[src/rtl/wb_sccb_ctrl.sv]
// Wishbone slave that turns one CMD write into a 3-phase SCCB write.
// Phases: device ID, register address, value.
module wb_sccb_ctrl #(
    parameter int          wb_dat_width = 32,
    parameter int          wb_adr_width = 32,
    parameter int          CLK_DIV      = 125,
    parameter logic [7:0]  DEV_ID       = 8'h42
) (
    input  logic                    clk,
    input  logic                    rst,
    input  logic [wb_adr_width-1:0] wb_adr_i,
    input  logic [wb_dat_width-1:0] wb_dat_i,
    input  logic                    wb_we_i,
    input  logic                    wb_cyc_i,
    input  logic                    wb_stb_i,
    input  logic                    wb_sel_i,
    output logic [wb_dat_width-1:0] wb_dat_o,
    output logic                    wb_ack_o,
    output logic                    sio_c,
    output logic                    sio_d_o,
    output logic                    sio_d_oe
);

    localparam logic [2:0] S_IDLE  = 3'd0;
    localparam logic [2:0] S_START = 3'd1;
    localparam logic [2:0] S_BIT   = 3'd2;
    localparam logic [2:0] S_STOP  = 3'd3;
    localparam logic [2:0] S_GAP   = 3'd4;

    localparam int DW = (CLK_DIV > 1) ? $clog2(CLK_DIV) : 1;
    localparam logic [DW-1:0] DIV_LAST = DW'(CLK_DIV - 1);

    logic [2:0]    state;
    logic [DW-1:0] div;
    logic [1:0]    qtr;
    logic [4:0]    bit_idx;
    logic [7:0]    reg_addr;
    logic [7:0]    reg_val;
    logic          busy;
    logic          done;
    logic          err;
    logic          ack_reg;

    logic [7:0]    adr;
    logic          req;
    logic          wr_cmd;
    logic          start;
    logic          tick;
    logic          ninth;
    logic [26:0]   frame;
    logic          c_nxt;
    logic          d_nxt;
    logic          oe_nxt;
    logic          unused;

    assign unused = ^{wb_sel_i, wb_adr_i[wb_adr_width-1:8],
                      wb_dat_i[wb_dat_width-1:16]};

    assign adr      = wb_adr_i[7:0];
    assign req      = wb_cyc_i & wb_stb_i & ~ack_reg;
    assign wr_cmd   = req & wb_we_i & (adr == 8'h00);
    assign start    = wr_cmd & (state == S_IDLE);
    assign tick     = (div == DIV_LAST);
    assign wb_ack_o = wb_stb_i & wb_cyc_i & ack_reg;

    always_ff @(posedge clk) begin
        if (rst) begin
            ack_reg  <= 1'b0;
            wb_dat_o <= '0;
            reg_addr <= 8'h00;
            reg_val  <= 8'h00;
            err      <= 1'b0;
        end else begin
            ack_reg <= wb_cyc_i & wb_stb_i & ~ack_reg;
            if (req && !wb_we_i) begin
                case (adr)
                    8'h00:   wb_dat_o <= wb_dat_width'({reg_addr, reg_val});
                    8'h04:   wb_dat_o <= wb_dat_width'({err, done, busy});
                    default: wb_dat_o <= '0;
                endcase
            end
            if (req && wb_we_i && adr == 8'h04)
                err <= 1'b0;
            if (start) begin
                reg_addr <= wb_dat_i[15:8];
                reg_val  <= wb_dat_i[7:0];
            end else if (wr_cmd) begin
                err <= 1'b1;
            end
        end
    end

    // Quarter-bit sequencer; busy spans START..GAP inclusive.
    always_ff @(posedge clk) begin
        if (rst) begin
            state   <= S_IDLE;
            div     <= '0;
            qtr     <= 2'd0;
            bit_idx <= 5'd0;
            busy    <= 1'b0;
            done    <= 1'b0;
        end else if (start) begin
            state   <= S_START;
            div     <= '0;
            qtr     <= 2'd0;
            bit_idx <= 5'd0;
            busy    <= 1'b1;
            done    <= 1'b0;
        end else if (state != S_IDLE) begin
            div <= tick ? '0 : div + 1'b1;
            if (tick) begin
                qtr <= qtr + 2'd1;
                case (state)
                    S_START: begin
                        if (qtr == 2'd1) begin
                            state <= S_BIT;
                            qtr   <= 2'd0;
                        end
                    end
                    S_BIT: begin
                        if (qtr == 2'd3) begin
                            if (bit_idx == 5'd26) begin
                                state   <= S_STOP;
                                bit_idx <= 5'd0;
                            end else begin
                                bit_idx <= bit_idx + 5'd1;
                            end
                        end
                    end
                    S_STOP: begin
                        if (qtr == 2'd2) begin
                            state <= S_GAP;
                            qtr   <= 2'd0;
                        end
                    end
                    S_GAP: begin
                        if (qtr == 2'd3) begin
                            state <= S_IDLE;
                            busy  <= 1'b0;
                            done  <= 1'b1;
                        end
                    end
                    default: state <= S_IDLE;
                endcase
            end
        end
    end

    assign frame = {DEV_ID, 1'b1, reg_addr, 1'b1, reg_val, 1'b1};
    assign ninth = (bit_idx == 5'd8) || (bit_idx == 5'd17) ||
                   (bit_idx == 5'd26);

    always_comb begin
        c_nxt  = 1'b1;
        d_nxt  = 1'b1;
        oe_nxt = 1'b1;
        case (state)
            S_START: begin
                d_nxt = 1'b0;
                c_nxt = (qtr == 2'd0);
            end
            S_BIT: begin
                c_nxt = qtr[1];
                if (ninth)
                    oe_nxt = 1'b0;
                else
                    d_nxt = frame[5'd26 - bit_idx];
            end
            S_STOP: begin
                c_nxt = (qtr != 2'd0);
                d_nxt = (qtr == 2'd2);
            end
            default: ;
        endcase
    end

    // Registered line drivers keep sio_c free of decode glitches.
    always_ff @(posedge clk) begin
        if (rst) begin
            sio_c    <= 1'b1;
            sio_d_o  <= 1'b1;
            sio_d_oe <= 1'b1;
        end else begin
            sio_c    <= c_nxt;
            sio_d_o  <= d_nxt;
            sio_d_oe <= oe_nxt;
        end
    end

endmodule

[config.mk]
export PLATFORM = sky130hd
export DESIGN_NAME = wb_sccb_ctrl
export DESIGN_NICKNAME = d
export VERILOG_FILES = /design/src/rtl/wb_sccb_ctrl.sv
export SDC_FILE = /design/constraint.sdc
export NUM_CORES = 1
export LEC_CHECK = 0
export ABC_CLOCK_PERIOD_IN_PS = 3600
export CAP_MARGIN = 10
export CORE_MARGIN = 2
export CORE_UTILIZATION = 48
export CTS_CLUSTER_SIZE = 25
export DETAILED_ROUTE_END_ITERATION = 10
export GPL_TIMING_DRIVEN = 0
export PLACE_DENSITY = 0.95
export REMOVE_ABC_BUFFERS = 1
export SLEW_MARGIN = 30
export SYNTH_ARGS = -nofsm -noshare
export SYNTH_HDL_FRONTEND = slang
export SYNTH_SLANG_ARGS = --single-unit
[constraint.sdc]
create_clock -name clk -period 3.6 [get_ports clk]
set_input_delay 0.72 -clock clk [delete_from_list [all_inputs] [get_ports clk]]
set_output_delay 0.72 -clock clk [all_outputs]
set_load 0.03 [all_outputs]
======== Word level (Yosys, flattened, before mapping) ========
Cells that the tools add are included.
W data, S select, Z words.
word-level totals
  bits of input ports ..................... 70
  register bits after elaboration ......... 72
  bits in writable memories ............... 0
  output and inout port bits .............. 36
  logic and storage cells ................. 102
  memories ................................ 0
  ROM bits ................................ 0
  latch bits .............................. 0
operators by class
  multiply operators ...................... 0
  reductions and logical operators ........ 23
  magnitude comparators ................... 1
  muxes and demuxes ....................... 29
  shift-type cells ........................ 0
  divide/modulo/power cells ............... 0
  add/subtract/negate cells ............... 4
  bitwise gates (word level) .............. 8
  equal/unequal tests ..................... 22
operators by type and width
  kind                   count
  $pmux W16 S2           1
  $mux W3                5
  $ne A3 B3 Y1 const B   5
  $mux W1                14
  $reduce_and A7 Y1      2
  $pmux W3 S4            1
  $reduce_and A4 Y1      3
  $eq A5 B5 Y1 const B   2
  $ne A2 B2 Y1 const B   5
  $reduce_bool A2 Y1     5
  $eq A8 B3 Y1 const B   1
  $logic_not A8 Y1       1
  $add A7 B1 Y7 const B  1
  $eq A7 B7 Y1 const B   1
  $mux W7                1
  $and A1 B1 Y1          6
  $eq A3 B2 Y1 const B   2
  $lt A5 B6 Y1 const B   1
  $pmux W1 S3            2
  $add A5 B1 Y5 const B  1
  $bmux W1 S5            1
  $eq A5 B4 Y1 const B   1
  $mux W5                1
  $sub A5 B5 Y5 const A  1
  other kinds (16)       23

======== Depth between registers and ports, before layout ========
Gate-level depths: netlist of the first run.
  depth in word-level cells ............... 7
  depth in mapped cells ................... 9
  gate-level depth less buffers ........... 7

======== Worst setup path before layout of the first run ========
No wires, ideal clock.
  path kind ............................... reg2reg
  start ................................... register bit_idx[0]
  end ..................................... register sio_d_o
  data arrival time ....................... 1.955 ns
  required time ........................... 3.526 ns
  path slack .............................. 1.571 ns
  stages on the path, launching flop included .. 10
  buffers on the path ..................... 2
  path through ............................ dfxtp_1 buf_6 inv_1 ha_1 buf_2 nand2_1 a221o_1 a211o_1 o211a_1 a31oi_1
between the ends
  word-level cells in the longest chain between the ends .. 5
  elaborated cells on any way between the ends .. 10
  classes of those cells .................. 1 x add/sub; 3 x eq/ne; 4 x mux; 2 x reduce/logical
ends and longest elaborated chain
  item                                                                 RTL line  RTL
  from (decl)                                                          36        logic [4:0] bit_idx;
  from (signal assigned)                                               126       bit_idx <= bit_idx + 5'd1;
  $sub A5 B5 Y5, or another cell as far along                          167       d_nxt = frame[5'd26 - bit_idx];
  $bmux W1 S5 or $logic_or A1 B1 Y1 (tied branches)                    167, 150
  $mux W1 (not written as such) or $logic_or A1 B1 Y1 (tied branches)  167, 150
  $mux W1 *                                                            164       if (ninth)
  $pmux W1 S3 *                                                        157       case (state)
  to (signal assigned)                                                 185       sio_d_o <= d_nxt;
  to (decl)                                                            20        output logic sio_d_o,
Mark *: on every way between the ends. The rest lies on a longest branch, timed or not. The select of a mux whose other input is x is not followed.
A chain may end at the register's enable or synchronous reset.

======== Final worst setup path of the first run ========
  start ................................... input port wb_cyc_i
  end ..................................... output port wb_ack_o
between the ends
  word-level cells in the longest chain between the ends .. 2
ends and longest elaborated chain
  item                        RTL line  RTL
  from (decl)                 14        input logic wb_cyc_i,
  $and A1 B1 Y1 (2 in a row)  64        assign wb_ack_o = wb_stb_i & wb_cyc_i & ack_reg;
  to (decl)                   18        output logic wb_ack_o,
Every way passes these cells.

==> summary.md, run 1 <==
| Metric | Value |
|---|---|
| Sequential share of power | `between 50 and 60%` |
| Crit-path max cell delay | `680 ps` |
| Root Buffer | `clkbuf_8` |
| Synth Area in XOR/XNOR | `2.66%` |
| GR Util All Layers | `19.0%` |
| Comb power frac | `roughly a tenth` |
| Fmax achieved | `0.365 GHz` |
| Core ar. | `roughly 0.006 sq mm` |
| Routed wl met2 | `about 3.1 mm` |
| Hold slack | `461 ps` |
| Synth Area in Simple Gates | `18.4%` |
| Worst-Skew Late Latency | `320 ps` |
| Antenna violations before repair | `0` |
| Max-cap viol count | `0` |
| Clk slew on worst S/H paths | `100 ps` |
| Worst reg2reg setup slack | `1060 ps` |
| Ant. Diodes | `0` |
| Mapped Avg Cell Area | `9.32 sq um` |
| Final Cell Area | `roughly 0.0034 sq mm` |
| Slew Limit Headroom | `about half` |
| Global route total overflow | `0` |
| Crit path max fanout | `2` |
| Netlist Area Pre-Place | `0.00292 sq mm` |
| Post-route ant nets | `0` |
| # setup viols final | `0` |
| Via count | `2,342` |
| Setup bufs post-CTS | `0` |
| Post-placement cell count | `416` |
| Worst Setup Start Kind | `input port` |
| Worst Path Required | `2880 ps` |
| Post-synthesis mux area share | `10.5%` |
| CP Buf/Inv Count | `2` |
| Worst EP arrival | `2020 ps` |
| Design Power | `1.09 mW` |
| Met3 routed WL | `372 um` |
| Crit path max-delay family | `buffers and inverters` |
| Max Buffers Root-to-Sink | `2` |
| Critical setup path kind | `input port to primary output` |
| Final Critical Period | `2740 ps` |
| Post-Layout Cell Count | `about 420` |
| Post-Synth Adder-Cell Area | `approximately 6%` |
| Number of iterations in the first detailed-routing pass | `5` |
| Worst Hold End | `wb_dat_o[2]` |
| Mapped Cells | `313` |
| Number of DRC markers in iteration 0 | `between 100 and 150` |
| Full die area | `0.00672 sq mm` |
| Largest register FFs | `16` |
| Critical path, cell by cell | `clkdlybuf4s50_1 > and3_1 > clkdlybuf4s50_1` |
| # resized after CTS | `0` |
| Wire length per cell | `14.8 um` |
| Die width | `82.0 um` |
| CP max-delay cell | `clkdlybuf4s50_1` |
| Row count | `28` |
| Uppermost layer routed | `met4` |
| Switch Pwr | `0.285 mW` |
| Layout area overhead | `16.2%` |
| DRC | `0` |
| Internal Power | `0.802 mW` |
| Final slew viol count | `0` |
| Worst-margin pin slew | `728 ps` |
| Post-synth EDFFs | `0` |
| TNS Setup | `0 ps` |
| First-pass GRT wire length | `roughly 10 mm` |
| Final #Nets | `about 430` |
| Biggest register | `wb_dat_o` |
| Share of cells above drive strength 1 | `5.73%` |
| Reg-to-Reg End | `sio_d_o` |
| Largest net degree at the start of global routing | `42` |
| CTS buffer count | `5` |
| Placer's final routability congestion estimate | `0.760` |
| Chip Height | `82.0 um` |
| Placed Instance Area | `0.00330 sq mm` |
| Synth Area in Compound Gates | `14.4%` |
| Yosys cell types | `52` |
| Synth async-reset ratio | `0%` |
| Top FF cell, synth | `dfxtp_1` |
| Run status | `complete, no violations` |
| Max rail drop VDD | `0.214 mV` |
| Initial core utilization | `49.6%` |
| RSZ-0062 raised after global routing | `false` |
| WL met1 | `2.65 mm` |
| Input/output buffers | `between 40 and 50` |
| Synth warn | `0` |
| DP Wirelength | `4.44 mm` |
| Final worst path period share | `between 70% and 80%` |
| Worst R2R Start | `bit_idx[0]` |
| Hold-fix buffers, CTS | `0` |
| I/O Pins | `around 110` |
| Clock network power share | `32.8%` |
| Commonest non-fill, non-tap cell in the layout | `dfxtp_1` |
| Final Hold Viols | `0` |
| Net Sw Frac | `26.2%` |
| Worst path most repeated cell | `clkdlybuf4s50_1` |
| Seq/Total Area, Yosys | `between 30% and 40%` |
| HP Class | `flip-flop to flip-flop` |
| Largest family of logic cells by synthesized area | `simple AND/OR/NAND/NOR gates` |
| Leak pwr | `1.36 nW` |
| Number of global-route vias before repair | `approximately 2,200` |
| CTS sink cnt | `56` |
| Most frequent cells in the layout | `dfxtp_1, clkdlybuf4s50_1, nor2_1, mux2i_1, nand2_1` |
| Cells on worst reg2reg path | `7` |
| CTS tree | `done` |
| Min-Delay Startpoint | `wb_dat_o[2]` |
| Worst setup EP type | `primary output` |
| Power Density | `321 mW/mm^2` |
| Drt via density | `~5.5` |
| Seq cells post-synth | `56` |
| Hold path cells | `2` |
| Detailed-route wire length | `6.28 mm` |
| Htree depth | `2` |
| Largest regs | `wb_dat_o x16, reg_addr x8, reg_val x8` |
| Final Skew | `between 10 and 15 ps` |
-- worst max path at each step --
stage / from / end / slack (ps) / cells after the start
detailed placement: wb_cyc_i / wb_dat_o[0] / 600 / 6
floorplan: bit_idx[0] / sio_d_o / 1490 / 7
CTS: wb_cyc_i / wb_ack_o / 850 / 3
global placement: rst / sio_d_o / 420 / 5
global route: wb_cyc_i / wb_dat_o[2] / 770 / 6
finish: wb_cyc_i / wb_ack_o / 860 / 3
-- metrics by stage --
| step | util (%) | setup slack, ps |
|---|---|---|
| floorplan | - | 1490 |
| detailed placement | 56.0 | 604 |
| global route | 57.6 | 767 |
| finish | 57.6 | 860 |
| global placement | 56.1 | 422 |
| CTS | 57.6 | 850 |
-- cell families after synthesis --
family	after synthesis
xor+xnor	8
other cells	1
mux	27
simple gates	102
compound gates	62
buf+inv	43
flops	56
fa+ha+maj	14
-- layer usage --
layer  up-vias  global-route usage [%]
met4         0                    7.00
met5         -                       0
li1       1138                       -
met1      1102                    22.4
met3        12                    3.96
met2        90                    33.9
-- synth_stat cells, drive strengths merged, types with 2 or more instances --
cell type  instances  area share [%]
a21oi             16             2.7
a41oi              3            0.90
buf               30             7.8
ha                14             6.0
mux4               2             1.8
nor4               2            0.43
mux2i             23             7.9
a211oi             4             1.0
mux2               2            0.77
xor2               4             1.5
nand3              3            0.51
nor3               9             1.5
a22oi             16             4.1
and2               2            0.43
a311oi             3            0.90
a31oi              3            0.64
a21o               2            0.51
nand2             19             3.0
xnor2              4             1.2
inv                8             1.0
and3               2            0.43
dfxtp             56              38
nand4              3            0.86
nor2              47             6.9
clkbuf             5            0.64
nand2b             2            0.43
o211a              2            0.69
or3                4             1.0
o21ai              9             1.7
-- cell type report --
class	count	area (sq um)
clock buffers	5	68.8
well taps	75	93.8
repair buffers	48	475
flip-flops and latches	56	1120
clock inverters	3	23.8
multi-input cells	229	1580
inverters	8	30.0
fillers	482	2500
-- worst reg2reg max path: stages (launching register included) --
cell	delay [ps]
dfxtp_1	680
inv_1	230
ha_1	550
nand2_1	90
a221o_1	350
a211o_1	310
o211a_1	130
a31oi_1	140
-- power groups by stage --
stage | Clock, mW | Sequential [mW] | Combinational [mW]
2_1_floorplan | 0 | 0.644 | 0.0504
3_3_place_gp | 0 | 0.643 | 0.0992
3_5_place_dp | 0 | 0.643 | 0.101
4_1_cts | 0.360 | 0.629 | 0.101
5_1_grt | 0.381 | 0.630 | 0.109
6_report | 0.357 | 0.629 | 0.101
Power figures use the tool's default switching activity.
==> run 2: changes to the inputs <==
- ABC_CLOCK_PERIOD_IN_PS: 3600 -> 2600
- CORE_UTILIZATION: 48 -> 45
- PLACE_DENSITY: 0.95 -> 0.91
- clock period: 3.6 -> 2.6 ns (I/O delays scaled with it)
==> run 2 against run 1 <==
Global-route usage decreased by 2.8 points; clock-buffer cell count unchanged; routed wire length decreased by 7.6%; flip-flop and latch count unchanged; cell count increased by 0.71%; critical path depth unchanged; non-clock buffer count increased by 1; utilization decreased by 3.1 points; combinational power increased by 39%; via count decreased by 2.2%.
==> summary.md, run 2 (synthesis gave the netlist of run 1 again) <==
| Metric | Value |
|---|---|
| First-pass GRT wire length | `around 9.6 mm` |
| Clk slew on worst S/H paths | `~100 ps` |
| Crit-path max cell delay | `660 ps` |
| Largest register FFs | `16` |
| Placed Instance Area | `about 0.0033 sq mm` |
| Fmax achieved | `0.432 GHz` |
| CTS sink cnt | `56` |
| Final Cell Area | `between 0.003 and 0.004 sq mm` |
| Chip Height | `around 85 um` |
| Drt via density | `5.37` |
| Worst Hold End | `wb_dat_o[0]` |
| Number of iterations in the first detailed-routing pass | `4` |
| Worst-margin pin slew | `742 ps` |
| Input/output buffers | `48` |
| GR Util All Layers | `approximately 16%` |
| Min-Delay Startpoint | `wb_dat_o[0]` |
| Global route total overflow | `0` |
| Critical path, cell by cell | `clkdlybuf4s50_1 > and3_1 > clkdlybuf4s50_1` |
| Worst EP arrival | `around 1800 ps` |
| Worst path most repeated cell | `clkdlybuf4s50_1` |
| Cells on worst reg2reg path | `7` |
| Biggest register | `wb_dat_o` |
| Wire length per cell | `about 14 um` |
| Fill cells | `557` |
| Row count | `29` |
| Largest regs | `wb_dat_o x16, reg_addr x8, reg_val x8` |
| Crit path max-delay family | `buffers and inverters` |
| Post-Layout Cell Count | `427` |
| CP Buf/Inv Count | `2` |
| HP Class | `flip-flop to flip-flop` |
| Htree depth | `2` |
| Detailed-route wire length | `between 5 and 6 mm` |
| Final worst path period share | `89.0%` |
| Max-cap viol count | `0` |
| Final slew viol count | `0` |
| Worst reg2reg setup slack | `350 ps` |
| Final Hold Viols | `0` |
| Final Skew | `about 12 ps` |
| Critical setup path kind | `input port to primary output` |
| DRC | `0` |
| Uppermost layer routed | `met4` |
| Hold path cells | `2` |
| CTS buffer count | `5` |
| Number of global-route vias before repair | `around 2,100` |
| Placer's final routability congestion estimate | `0.805` |
| Hold-fix buffers, CTS | `0` |
| Power Density | `~470 mW/mm^2` |
| Slew Limit Headroom | `50.6%` |
| Full die area | `0.00714 sq mm` |
| WL met1 | `between 2 and 3 mm` |
| Final Critical Period | `roughly 2300 ps` |
| Worst Path Required | `2080 ps` |
| Max rail drop VDD | `0.294 mV` |
| Met3 routed WL | `about 270 um` |
| Final #Nets | `433` |
| Layout area overhead | `17.9%` |
| Initial core utilization | `46.2%` |
| Ant. Diodes | `0` |
| Post-placement cell count | `418` |
| Commonest non-fill, non-tap cell in the layout | `dfxtp_1` |
| Most frequent cells in the layout | `dfxtp_1, clkdlybuf4s50_1, nor2_1, mux2i_1, nand2_1` |
| Antenna violations before repair | `0` |
| Crit path max fanout | `2` |
| Leak pwr | `1.39 nW` |
| Max Buffers Root-to-Sink | `2` |
| Worst setup EP type | `primary output` |
| CTS tree | `done` |
| Worst R2R Start | `bit_idx[0]` |
| Worst-Skew Late Latency | `320 ps` |
| Die width | `~85 um` |
| Share of cells above drive strength 1 | `6.29%` |
| CP max-delay cell | `clkdlybuf4s50_1` |
| Number of DRC markers in iteration 0 | `230` |
| Worst Setup Start Kind | `input port` |
| DP Wirelength | `4.02 mm` |
| Core ar. | `0.00631 sq mm` |
| # setup viols final | `0` |
| RSZ-0062 raised after global routing | `false` |
| Root Buffer | `clkbuf_8` |
| I/O Pins | `106` |
| Via count | `approximately 2,300` |
| Reg-to-Reg End | `sio_d_o` |
| Post-route ant nets | `0` |
| Run status | `complete, no violations` |
| Largest net degree at the start of global routing | `42` |
| Hold slack | `480 ps` |
| Routed wl met2 | `2.91 mm` |
[run 2: cell types whose count changed in the layout (fill, tap and decap cells not counted), sizes merged]
cell      previous run  this run
clkinv               1         0
inv                  8        10
buf                  1         2
bufinv               0         1
clkinvlp             2         0
[run 2: area by class of cell]
cell class                 instances  area [sq um]  area share, %
clock buffer                       5          68.8           2.00
inverter                           8          30.0          0.873
multi-input combinational        229          1580           45.8
sequential                        56          1120           32.6
clock inverter                     3          50.0           1.46
timing repair buffer              49           495           14.4
tap                               77          96.3           2.80
[run 2: worst max path at each step]
stage / to / depth (start not counted) / slack [ps] / startpoint
floorplan: sio_d_o / 7 / 490 / bit_idx[0]
global placement: sio_d_o / 5 / -410 / rst
detailed placement: wb_dat_o[0] / 6 / -210 / wb_stb_i
CTS: wb_dat_o[2] / 6 / 120 / wb_stb_i
global route: sio_d_o / 7 / 220 / bit_idx[0]
finish: wb_ack_o / 3 / 290 / wb_cyc_i
[run 2: worst reg2reg max path, cell delays in order (launching register included)]
cell     delay (ps)
dfxtp_2         520
inv_1           160
ha_1            500
nand2_1         100
a221o_1         350
a211o_1         300
o211a_1         120
a31oi_1         130
[run 2: stage by stage]
stage | util (%) | TNS [ps] | power, mW | setup WS (ps)
global route | 54.5 | 0 | 1.67 | 220
CTS | 54.1 | 0 | 1.62 | 123
detailed placement | 52.3 | -1800 | 1.03 | -210
global placement | 52.3 | -3130 | 1.03 | -412
floorplan | - | 0 | 0.961 | 492
finish | 54.5 | 0 | 1.62 | 286
[run 2: what timing repair did]
action,in CTS,in global routing
setup buffers,0,1
endpoints found under the setup margin,0,3
gates resized for setup,0,1
[run 2: power by group]
part	internal [mW]	total, mW	switching, mW
Sequential	0.863	0.871	0.00793
Clock	0.298	0.607	0.309
Combinational	0.0566	0.140	0.0831
Total	1.22	1.62	0.400
[run 2: per-layer routing]
layer | global-route usage (%) | vias up
met5 | 0 | -
met4 | 4.76 | 0
li1 | - | 1143
met2 | 26.5 | 66
met1 | 21.5 | 1076
met3 | 3.64 | 6
